==> src/rtl/serial_subtractor.sv <==
// Bit-serial unsigned subtractor: computes a-b LSB-first, one bit per clock.
// Ports:
//   clk   - clock, rising edge
//   rst   - asynchronous active-high reset
//   start - request, sampled only while ready=1
//   a, b  - minuend / subtrahend, captured with start
//   ready - high in IDLE and DONE (start will be accepted)
//   busy  - high in RUN
//   done  - one-cycle pulse when diff/bout are newly valid
//   diff  - (a-b) mod 2^WIDTH, held until the next result
//   bout  - final borrow (a < b), held with diff
module serial_subtractor #(
    parameter int unsigned WIDTH = 8
) (
    input  logic             clk,
    input  logic             rst,
    input  logic             start,
    input  logic [WIDTH-1:0] a,
    input  logic [WIDTH-1:0] b,
    output logic             ready,
    output logic             busy,
    output logic             done,
    output logic [WIDTH-1:0] diff,
    output logic             bout
);

    localparam int unsigned CW = $clog2(WIDTH + 1);

    typedef enum logic [1:0] {
        S_IDLE = 2'd0,
        S_RUN  = 2'd1,
        S_DONE = 2'd2
    } state_e;

    state_e           state_q;
    logic [WIDTH-1:0] a_q;
    logic [WIDTH-1:0] b_q;
    logic [WIDTH-1:0] res_q;
    logic             br_q;
    logic [CW-1:0]    cnt_q;
    logic [WIDTH-1:0] diff_q;
    logic             bout_q;
    logic             ready_q;
    logic             busy_q;
    logic             done_q;

    // Per-bit subtractor cell and the result register after shifting d in at the MSB.
    logic             d_c;
    logic             br_d;
    logic [WIDTH-1:0] res_d;

    always_comb begin
        d_c   = a_q[0] ^ b_q[0] ^ br_q;
        br_d  = (~a_q[0] & b_q[0]) | (~(a_q[0] ^ b_q[0]) & br_q);
        res_d = (res_q >> 1) | (WIDTH'(d_c) << (WIDTH - 1));
    end

    // Control, datapath and registered status flags.
    always_ff @(posedge clk or posedge rst) begin
        if (rst) begin
            state_q <= S_IDLE;
            a_q     <= '0;
            b_q     <= '0;
            res_q   <= '0;
            br_q    <= 1'b0;
            cnt_q   <= '0;
            diff_q  <= '0;
            bout_q  <= 1'b0;
            ready_q <= 1'b1;
            busy_q  <= 1'b0;
            done_q  <= 1'b0;
        end else begin
            case (state_q)
                S_IDLE, S_DONE: begin
                    if (start) begin
                        a_q     <= a;
                        b_q     <= b;
                        res_q   <= '0;
                        br_q    <= 1'b0;
                        cnt_q   <= '0;
                        state_q <= S_RUN;
                        ready_q <= 1'b0;
                        busy_q  <= 1'b1;
                        done_q  <= 1'b0;
                    end else begin
                        state_q <= S_IDLE;
                        ready_q <= 1'b1;
                        busy_q  <= 1'b0;
                        done_q  <= 1'b0;
                    end
                end
                S_RUN: begin
                    a_q   <= a_q >> 1;
                    b_q   <= b_q >> 1;
                    res_q <= res_d;
                    br_q  <= br_d;
                    cnt_q <= cnt_q + CW'(1);
                    // Last bit: publish the result straight from the cell outputs.
                    if (cnt_q == CW'(WIDTH - 1)) begin
                        diff_q  <= res_d;
                        bout_q  <= br_d;
                        state_q <= S_DONE;
                        ready_q <= 1'b1;
                        busy_q  <= 1'b0;
                        done_q  <= 1'b1;
                    end
                end
                default: begin
                    state_q <= S_IDLE;
                    ready_q <= 1'b1;
                    busy_q  <= 1'b0;
                    done_q  <= 1'b0;
                end
            endcase
        end
    end

    assign ready = ready_q;
    assign busy  = busy_q;
    assign done  = done_q;
    assign diff  = diff_q;
    assign bout  = bout_q;

endmodule

==> config.mk <==
export PLATFORM = sky130hd
export DESIGN_NAME = serial_subtractor
export DESIGN_NICKNAME = d
export VERILOG_FILES = /design/src/rtl/serial_subtractor.sv
export SDC_FILE = /design/constraint.sdc
export NUM_CORES = 1
export LEC_CHECK = 0
export CORE_MARGIN = 2
export CORE_UTILIZATION = 30
export DETAILED_ROUTE_END_ITERATION = 8
export MAX_ROUTING_LAYER = met4
export PLACE_DENSITY = 0.57
export SLEW_MARGIN = 10
export SYNTH_ARGS = -nofsm -noshare
export SYNTH_HDL_FRONTEND = slang
export SYNTH_SLANG_ARGS = --single-unit
==> constraint.sdc <==
create_clock -name clk -period 2.07 [get_ports clk]
set_input_delay 0.414 -clock clk [delete_from_list [all_inputs] [get_ports clk]]
set_output_delay 0.414 -clock clk [all_outputs]
set_load 0.005 [all_outputs]
==> results of run 1 <==
## layer usage
layer,up-vias,part of all wire
li1,559,-
met1,611,0.46
met2,45,0.46
met3,2,0.074
met4,0,0.0051
met5,-,0
## layout make-up
cell class,count,area (um^2),share of cell area
clock inverters,1,30.03,0.01374
repair buffers,34,330.3,0.1511
flip-flops and latches,41,1027,0.4699
clock buffers,7,86.33,0.03950
inverters,3,11.26,0.005152
well taps,72,90.09,0.04121
multi-input cells,84,610.6,0.2793
## worst max path at each step
stage          startpoint      to
6_report            ready   ready
5_1_grt             ready   ready
4_1_cts             ready   ready
3_5_place_dp        start  b_q[7]
2_1_floorplan         rst  a_q[0]
3_3_place_gp        start  b_q[7]
## cells by family (layout without fill, tap and decap cells)
group	after synthesis	after routing	synth area share
multiplexers	10	10	0.06461
AND/OR/NAND/NOR	42	42	0.1336
adder cells (fa/ha/maj)	2	2	0.01909
AO/OA/AOI/OAI	30	30	0.1395
buffers and inverters	13	45	0.04038
flip-flops	41	41	0.6028
## metrics by stage
step	util	total power, W	cell area, um^2	hold WS (ns)
6_report	0.3970	0.003300	2186	0.4836
5_1_grt	0.3970	0.003543	2186	0.5178
4_1_cts	0.3970	0.003345	2186	0.4876
3_5_place_dp	0.3758	0.002673	2069	0.4798
3_3_place_gp	0.3758	0.002605	2069	0.4677
2_1_floorplan	-	0.002219	1704	0.4456
## cell usage in the layout (no fill, tap or decap), types with 2 or more instances in the layout
master and count:
nand2_1 17, inv_1 3, a22oi_1 13, clkdlybuf4s50_1 30, o21ai_0 2, buf_4 4
mux2i_1 2, a22o_1 11, mux2_2 8, nand3_1 15, dfrtp_1 40, clkbuf_8 6
nor2b_1 2
## power groups by stage
stage / Clock [W] / Combinational (W) / Sequential (W)
finish: 0.000661 / 0.00124 / 0.00140
global route: 0.000720 / 0.00138 / 0.00144
detailed placement: 0 / 0.00126 / 0.00141
CTS: 0.000680 / 0.00127 / 0.00140
floorplan: 0 / 0.000857 / 0.00136
global placement: 0 / 0.00121 / 0.00140
## synth_stat cells, drive strengths merged
cell / count / area share
a22oi: 13 / 0.057
a22o: 11 / 0.057
mux2i: 2 / 0.012
a221o: 1 / 0.0059
nor2b: 3 / 0.011
dfstp: 1 / 0.015
o21ai: 2 / 0.0059
o31ai: 1 / 0.0044
o21a: 1 / 0.0044
nand4: 1 / 0.0037
dfrtp: 40 / 0.59
nand3: 15 / 0.044
nor2: 2 / 0.014
mux2: 8 / 0.053
nand3b: 1 / 0.012
nand2: 17 / 0.037
fa: 1 / 0.012
inv: 3 / 0.0066
buf: 10 / 0.034
nor3: 1 / 0.0029
nand2b: 2 / 0.0088
o2bb2ai: 1 / 0.0051
ha: 1 / 0.0073
## registers in the layout (all words and copies together), names as in the netlist
| register | cells |
|---|---|
| a_q | 8 |
| b_q | 8 |
| bout | 1 |
| br_q | 1 |
| busy | 1 |
| cnt_q | 4 |
| diff | 8 |
| ready | 1 |
| res_q | 7 |
| state_q | 2 |
==> reports/metrics.cfg, run 1 <==
[final_layout]
drive_gt1_frac=0.1412
nNetsFinal=190
fillers=543
diodes=0
final_cells=242
syn_to_final_growth_pct=28.27

[floorplan]
die_width_um=79.37
num_io_pins=31
row_count=27
die-area_um2=6300
initial_core_util=0.3095
core-area_um2=5507
die_h_um=79.37

[pwr]
combPwrFrac=0.376
seqPwrFrac=0.424
p_switching_w=0.001081
power_density_nw_per_um2=1510
peakVddDrop_mv=0.5754
p_sw_frac=0.3276
pwr-share-clk=0.200
leakage_nw=1.003
p_int_w=0.002219

[routing]
drt_iter0_drc=61
routed_via_density=5.029
post-route-drc-count=0
antenna_left=0
wl_mm=3.538
wl_per_cell_um=14.62
drtPass1Iterations=4
vias=1217

[timing]
finalSetupViolations=0
worstMarginPinSlew_ns=0.7548
drv_slew=0
finalHoldViolations=0
fin_ws_ns=0.3334
maxSlewHeadroom=0.4968
post-route-period-util=0.8389
max_freq_mhz=575.8
rsz0062_at_grt=false
period_needed_ns=1.737
skew_ns=0.008533
fin_tns_setup_ns=0

[worst_setup_path]
crit_path_max_fanout=2
r2r_start=cnt_q[0]
crit_chain=clkdlybuf4s50_1
crit_arrival_ns=1.32
path_buf_inv=1
worstSetupStartpointType=flop
r2r_slack_ns=0.63
endpoint_kind=primary output
critPathRequiredTime_ns=1.66
path_class=reg -> out
slowest_stage=dfstp_2
cp.depth=1
r2r_cells=4
path_delay_family=flip-flops
timing.rr.end=diff[4]
max_stage_delay_ns=0.53

[placement]
hpwl_mm=2.359
placed_cells=234
port_buffers=30
pre_cts_slack_ns=0.2306
place.gp.congestion=0.7831

[hold_path]
min_from=cnt_q[3]
hold_class=reg -> reg
hold_path_depth=1
holdPathEnd=cnt_q[3]

[clock_network]
cts.repair.resized=0
numCtsBuffers=5
insertion_delay_ns=0.29
cts.root.buffer_cell=clkbuf_8
clk_pin_slew_worst_paths_ns=0.08
tritoncts=done
cts.path.max_buffers=2
clock_sinks=41
postCtsSetupBuffers=0
cts_hold_buffers=0
cts_max_level=2

[global_routing]
grt_use_met3=0.05090
grt_busiest_layer=met2
grt_start_max_net_pins=42
grt_use_met2=0.1907
grt_pass1_vias=1235
overflow=0
antenna_found_initial=0
use_met1=0.1614
grt_first_pass_wirelength_mm=5.927
track_usage=0.1278

[synth]
synthCells=138
synth_nets=159
synth-seq-cells=41
synth-seq-area-share=0.6028
yosysWarnings=0
syn_area_per_cell_um2=12.35
yosysUniqueCellTypes=26
synth_area_um2=1704

[status]
status=finished clean

[flow_run]
maxCapViolCount=0

Power figures use the tool's default switching activity.
==> inputs of run 2 (changes only) <==
--- a/config.mk
+++ b/config.mk
@@ -9,7 +9,7 @@
 export CORE_UTILIZATION = 30
 export DETAILED_ROUTE_END_ITERATION = 8
 export MAX_ROUTING_LAYER = met4
-export PLACE_DENSITY = 0.57
+export PLACE_DENSITY = 0.58
 export SLEW_MARGIN = 10
 export SYNTH_ARGS = -nofsm -noshare
 export SYNTH_HDL_FRONTEND = slang
==> constraint.sdc (replaced) <==
create_clock -name clk -period 1.51 [get_ports clk]
set_input_delay 0.302 -clock clk [delete_from_list [all_inputs] [get_ports clk]]
set_output_delay 0.302 -clock clk [all_outputs]
set_load 0.005 [all_outputs]
==> run 2 against run 1 <==
Global-route usage is 0.53 points higher; critical path depth unchanged; sequential cell count is the same; register-to-register slack worse by 0.52 ns; worst setup slack lost 0.28 ns; critical endpoint is now bout; largest cell class unchanged; largest power group unchanged; highest routed layer unchanged.
==> reports/metrics.cfg, run 2 (same netlist as run 1, synthesis figures left out) <==
[status]
status=finished clean

[timing]
drv_slew=0  ; unchanged
fin_ws_ns=0.05688  ; -0.2766 ns
max_freq_mhz=688.2
rsz0062_at_grt=false
worstMarginPinSlew_ns=0.5003  ; -0.2545 ns
fin_tns_setup_ns=0  ; unchanged
period_needed_ns=1.453
maxSlewHeadroom=0.6661  ; +0.1693
post-route-period-util=0.9623
finalSetupViolations=0  ; unchanged
skew_ns=0.006450  ; -0.002082 ns
finalHoldViolations=0  ; unchanged

[clock_network]
cts_max_level=2  ; unchanged
postCtsSetupBuffers=0  ; unchanged
cts_hold_buffers=0  ; unchanged
cts.root.buffer_cell=clkbuf_8
cts.path.max_buffers=2  ; unchanged
tritoncts=done
insertion_delay_ns=0.29  ; about the same
numCtsBuffers=5  ; unchanged
clk_pin_slew_worst_paths_ns=0.08  ; about the same
clock_sinks=41  ; unchanged
cts.repair.resized=2  ; +2

[worst_setup_path]
r2r_start=cnt_q[0]
crit_path_max_fanout=2  ; unchanged
endpoint_kind=primary output
critPathRequiredTime_ns=1.21  ; -0.45 ns
path_class=reg -> out
crit_chain=clkdlybuf4s50_1
r2r_slack_ns=0.11  ; -0.52 ns
path_delay_family=buffers and inverters
crit_arrival_ns=1.15  ; -0.17 ns
worstSetupStartpointType=flop
r2r_cells=4  ; unchanged
max_stage_delay_ns=0.50  ; -0.03 ns
cp.depth=1  ; unchanged
slowest_stage=clkdlybuf4s50_1
path_buf_inv=1  ; unchanged
timing.rr.end=diff[4]

[routing]
wl_per_cell_um=14.48  ; -0.98%
vias=1235  ; +1.5%
antenna_left=0  ; unchanged
drtPass1Iterations=4  ; unchanged
drt_iter0_drc=81  ; +33%
routed_via_density=4.940  ; -1.8%
wl_mm=3.619  ; +2.3%
post-route-drc-count=0  ; unchanged

[final_layout]
mostFrequentLayoutCells=40 x dfrtp_1, 26 x clkdlybuf4s50_1, 17 x nand2_1, 15 x nand3_1, 13 x a22oi_1
drive_gt1_frac=0.1910  ; +0.04983
syn_to_final_growth_pct=32.89
diodes=0  ; unchanged
nNetsFinal=198  ; +4.2%
layout_commonest_cell=dfrtp_1
final_util=0.4113  ; +0.01432

[global_routing]
overflow=0  ; unchanged
grt_start_max_net_pins=28  ; -33%
grt_first_pass_wirelength_mm=6.258  ; +5.6%
antenna_found_initial=0  ; unchanged
track_usage=0.1331  ; +0.005266
grt_pass1_vias=1289  ; +4.4%

[flow_run]
maxCapViolCount=0  ; unchanged

[hold_path]
hold_class=in -> async

[floorplan]
die_h_um=79.37  ; unchanged
die-area_um2=6300  ; unchanged
initial_core_util=0.3095  ; unchanged
row_count=27  ; unchanged
die_width_um=79.37  ; unchanged
num_io_pins=31  ; unchanged
core-area_um2=5507  ; unchanged

[pwr]
power_density_nw_per_um2=1934  ; +28%
leakage_nw=1.081  ; +7.8%
peakVddDrop_mv=0.6469  ; +12%

[placement]
port_buffers=30  ; unchanged
place.gp.congestion=0.7499  ; -4.2%
pre_cts_slack_ns=-0.2917  ; -0.5223 ns
hpwl_mm=2.537  ; +7.6%

[run 2: changes by cell type in the layout (fill, tap and decap cells not counted), sizes merged]
cell           before  now
buf                 4   12
clkdlybuf4s50      30   26
dlymetal6s2s        0    3
clkinv              0    2
bufinv              1    0
clkbuf              7    6
dlygate4sd2         0    1
[run 2: final cells by class]
type | instances | area (um^2)
fillers | 524 | 3242
repair buffers | 42 | 437.9
clock buffers | 6 | 72.57
inverters | 3 | 11.26
multi-input cells | 84 | 615.6
flip-flops and latches | 41 | 1027
well taps | 72 | 90.09
clock inverters | 2 | 10.01
[run 2: worst max path at each step]
stage	from	to	slack (ns)
after floorplan	cnt_q[0]	diff[0]	0.19
after global placement	start	res_q[1]	-0.24
after detailed placement	start	res_q[1]	-0.29
after CTS	state_q[1]	done	0.0008
after global routing	start	b_q[0]	0.001
final	bout	bout	0.06
[run 2: metrics by stage]
step                std cells  hold WS (ns)  cell area [um^2]  power (W)
CTS                       250        0.3447              2251   0.004436
floorplan                 138        0.4301              1704   0.003042
detailed placement        242        0.4759              2167   0.003745
finish                    250        0.3287              2265   0.004381
global route              250        0.3560              2265   0.004732
global placement          242        0.4709              2167   0.003650
[run 2: per-layer routing]
metal,part of all wire,global-route usage
met5,0,-
met4,0.013,0.04655
met3,0.047,0.03507
met2,0.46,0.2110
met1,0.48,0.1659
[run 2: power by group]
group | total, W | switching [W] | internal [W]
combinational | 0.00179 | 0.000834 | 0.000955
clock | 0.000681 | 0.000361 | 0.000320
sequential | 0.00191 | 0.000307 | 0.00160
total | 0.00438 | 0.00150 | 0.00288
==> inputs of run 3 (changes only) <==
--- a/config.mk
+++ b/config.mk
@@ -7,7 +7,9 @@
 export LEC_CHECK = 0
 export CORE_MARGIN = 2
 export CORE_UTILIZATION = 30
+export CTS_BUF_LIST = sky130_fd_sc_hd__clkbuf_4 sky130_fd_sc_hd__clkbuf_8
 export DETAILED_ROUTE_END_ITERATION = 8
+export GPL_TIMING_DRIVEN = 1
 export MAX_ROUTING_LAYER = met4
 export PLACE_DENSITY = 0.58
 export SLEW_MARGIN = 10
==> run 3 against run 2 <==
Non-clock buffer count is the same; combinational power is essentially flat; critical path depth is the same; total power grew 0.41%; clock skew is essentially flat; clock-buffer cell count is the same; sequential cell count is the same; critical endpoint unchanged; final area grew 0.17%; critical path type unchanged; worst setup slack is essentially flat.
==> reports/metrics.cfg, run 3 (same netlist as run 1, synthesis figures left out) <==
[worst_setup_path]
r2r_start=cnt_q[0]
endpoint_kind=primary output
r2r_slack_ns=0.11  ; about the same
crit_arrival_ns=1.15  ; about the same
crit_chain=clkdlybuf4s50_1
max_stage_delay_ns=0.50  ; about the same
path_class=reg -> out
crit_path_max_fanout=2  ; unchanged
worstSetupStartpointType=flop
path_buf_inv=1  ; unchanged
slowest_stage=clkdlybuf4s50_1
critPathRequiredTime_ns=1.21  ; about the same
r2r_cells=4  ; unchanged
timing.rr.end=diff[4]
path_delay_family=buffers and inverters

[floorplan]
row_count=27  ; unchanged
die_h_um=79.37  ; unchanged
initial_core_util=0.3095  ; unchanged
die-area_um2=6300  ; unchanged
num_io_pins=31  ; unchanged
die_width_um=79.37  ; unchanged
core-area_um2=5507  ; unchanged

[placement]
pre_cts_slack_ns=-0.2917  ; unchanged
place.gp.congestion=0.7499  ; unchanged
hpwl_mm=2.537  ; unchanged
port_buffers=30  ; unchanged

[pwr]
leakage_nw=1.084  ; +0.32%
power_density_nw_per_um2=1939  ; +0.24%
finalPower_w=0.004398  ; +0.41%
peakVddDrop_mv=0.6469  ; about the same

[clock_network]
cts_hold_buffers=0  ; unchanged
cts_max_level=2  ; unchanged
insertion_delay_ns=0.29  ; about the same
numCtsBuffers=5  ; unchanged
tritoncts=done
clock_sinks=41  ; unchanged
cts.path.max_buffers=2  ; unchanged
cts.root.buffer_cell=clkbuf_8
clk_pin_slew_worst_paths_ns=0.08  ; about the same
postCtsSetupBuffers=0  ; unchanged

[timing]
skew_ns=0.006410  ; -0.00004046 ns
finalSetupViolations=0  ; unchanged
worstMarginPinSlew_ns=0.5003  ; unchanged
finalHoldViolations=0  ; unchanged
fin_tns_setup_ns=0  ; unchanged
fin_ws_ns=0.05697  ; +0.00009170 ns
max_freq_mhz=688.2  ; about the same
maxSlewHeadroom=0.6661  ; unchanged
period_needed_ns=1.453  ; -0.00009170 ns
post-route-period-util=0.9623  ; about the same
whs_ns=0.3287  ; +0.000006000 ns
drv_slew=0  ; unchanged
rsz0062_at_grt=false

[global_routing]
grt_first_pass_wirelength_mm=6.258  ; unchanged
grt_start_max_net_pins=28  ; unchanged
grt_pass1_vias=1289  ; unchanged
track_usage=0.1331  ; unchanged
antenna_found_initial=0  ; unchanged
overflow=0  ; unchanged

[routing]
post-route-drc-count=0  ; unchanged
drt_iter0_drc=81  ; unchanged
vias=1236  ; +0.081%
antenna_left=0  ; unchanged
routed_via_density=4.944  ; about the same
wl_mm=3.620  ; about the same
drtPass1Iterations=4  ; unchanged
wl_per_cell_um=14.48  ; about the same

[final_layout]
syn_to_final_growth_pct=33.11
register_area_um2=1027  ; unchanged
fillers=525  ; +0.19%
drive_gt1_frac=0.1966  ; +0.005618
nNetsFinal=198  ; unchanged
layout_commonest_cell=dfrtp_1
mostFrequentLayoutCells=40 x dfrtp_1, 26 x clkdlybuf4s50_1, 17 x nand2_1, 15 x nand3_1, 13 x a22oi_1
multi_input_area_um2=615.6  ; unchanged
diodes=0  ; unchanged

[status]
status=finished clean

[flow_run]
maxCapViolCount=0  ; unchanged

[hold_path]
hold_class=in -> async

==> run 3: worst max-delay path by stage <==
stage	slack, ns	start	cells after the start	to
3_3_place_gp	-0.24	start	4	res_q[1]
4_1_cts	0.0008	state_q[1]	1	done
5_1_grt	0.002	start	5	b_q[0]
2_1_floorplan	0.19	cnt_q[0]	4	diff[0]
6_report	0.06	bout	1	bout
3_5_place_dp	-0.29	start	4	res_q[1]
==> run 3: power breakdown <==
| part | internal [W] | switching, W | total, W | leakage, nW |
|---|---|---|---|---|
| sequential | 0.00160 | 0.000307 | 0.00191 | 0.512 |
| combinational | 0.000955 | 0.000834 | 0.00179 | 0.524 |
| clock | 0.000338 | 0.000361 | 0.000699 | 0.0484 |
==> run 3: area by class of cell <==
class                           instances  area share
Clock inverter                          2    0.004413
Clock buffer                            6     0.03365
Sequential cell                        41      0.4528
Inverter                                3    0.004964
Multi-Input combinational cell         84      0.2714
Timing Repair Buffer                   42      0.1930
Tap cell                               72     0.03971
==> run 3: per-stage QoR <==
| step | area (um^2) | cells | util |
|---|---|---|---|
| 2_1_floorplan | 1704 | 138 | - |
| 3_3_place_gp | 2167 | 242 | 0.3935 |
| 3_5_place_dp | 2167 | 242 | 0.3935 |
| 4_1_cts | 2255 | 250 | 0.4095 |
| 5_1_grt | 2268 | 250 | 0.4120 |
| 6_report | 2268 | 250 | 0.4120 |
==> run 3: timing repair <==
item | CTS | global route
setup endpoints to repair | 3 | 7
resized for setup | 2 | 5
cloned | 0 | 0
==> run 3: routing by layer <==
| layer | up-vias | wire (um) | GRT usage |
|---|---|---|---|
| li1 | 573 | - | - |
| met1 | 621 | 1735 | 0.1659 |
| met2 | 36 | 1667 | 0.2110 |
| met3 | 6 | 171 | 0.03507 |
| met4 | 0 | 46 | 0.04655 |
| met5 | - | 0 | - |
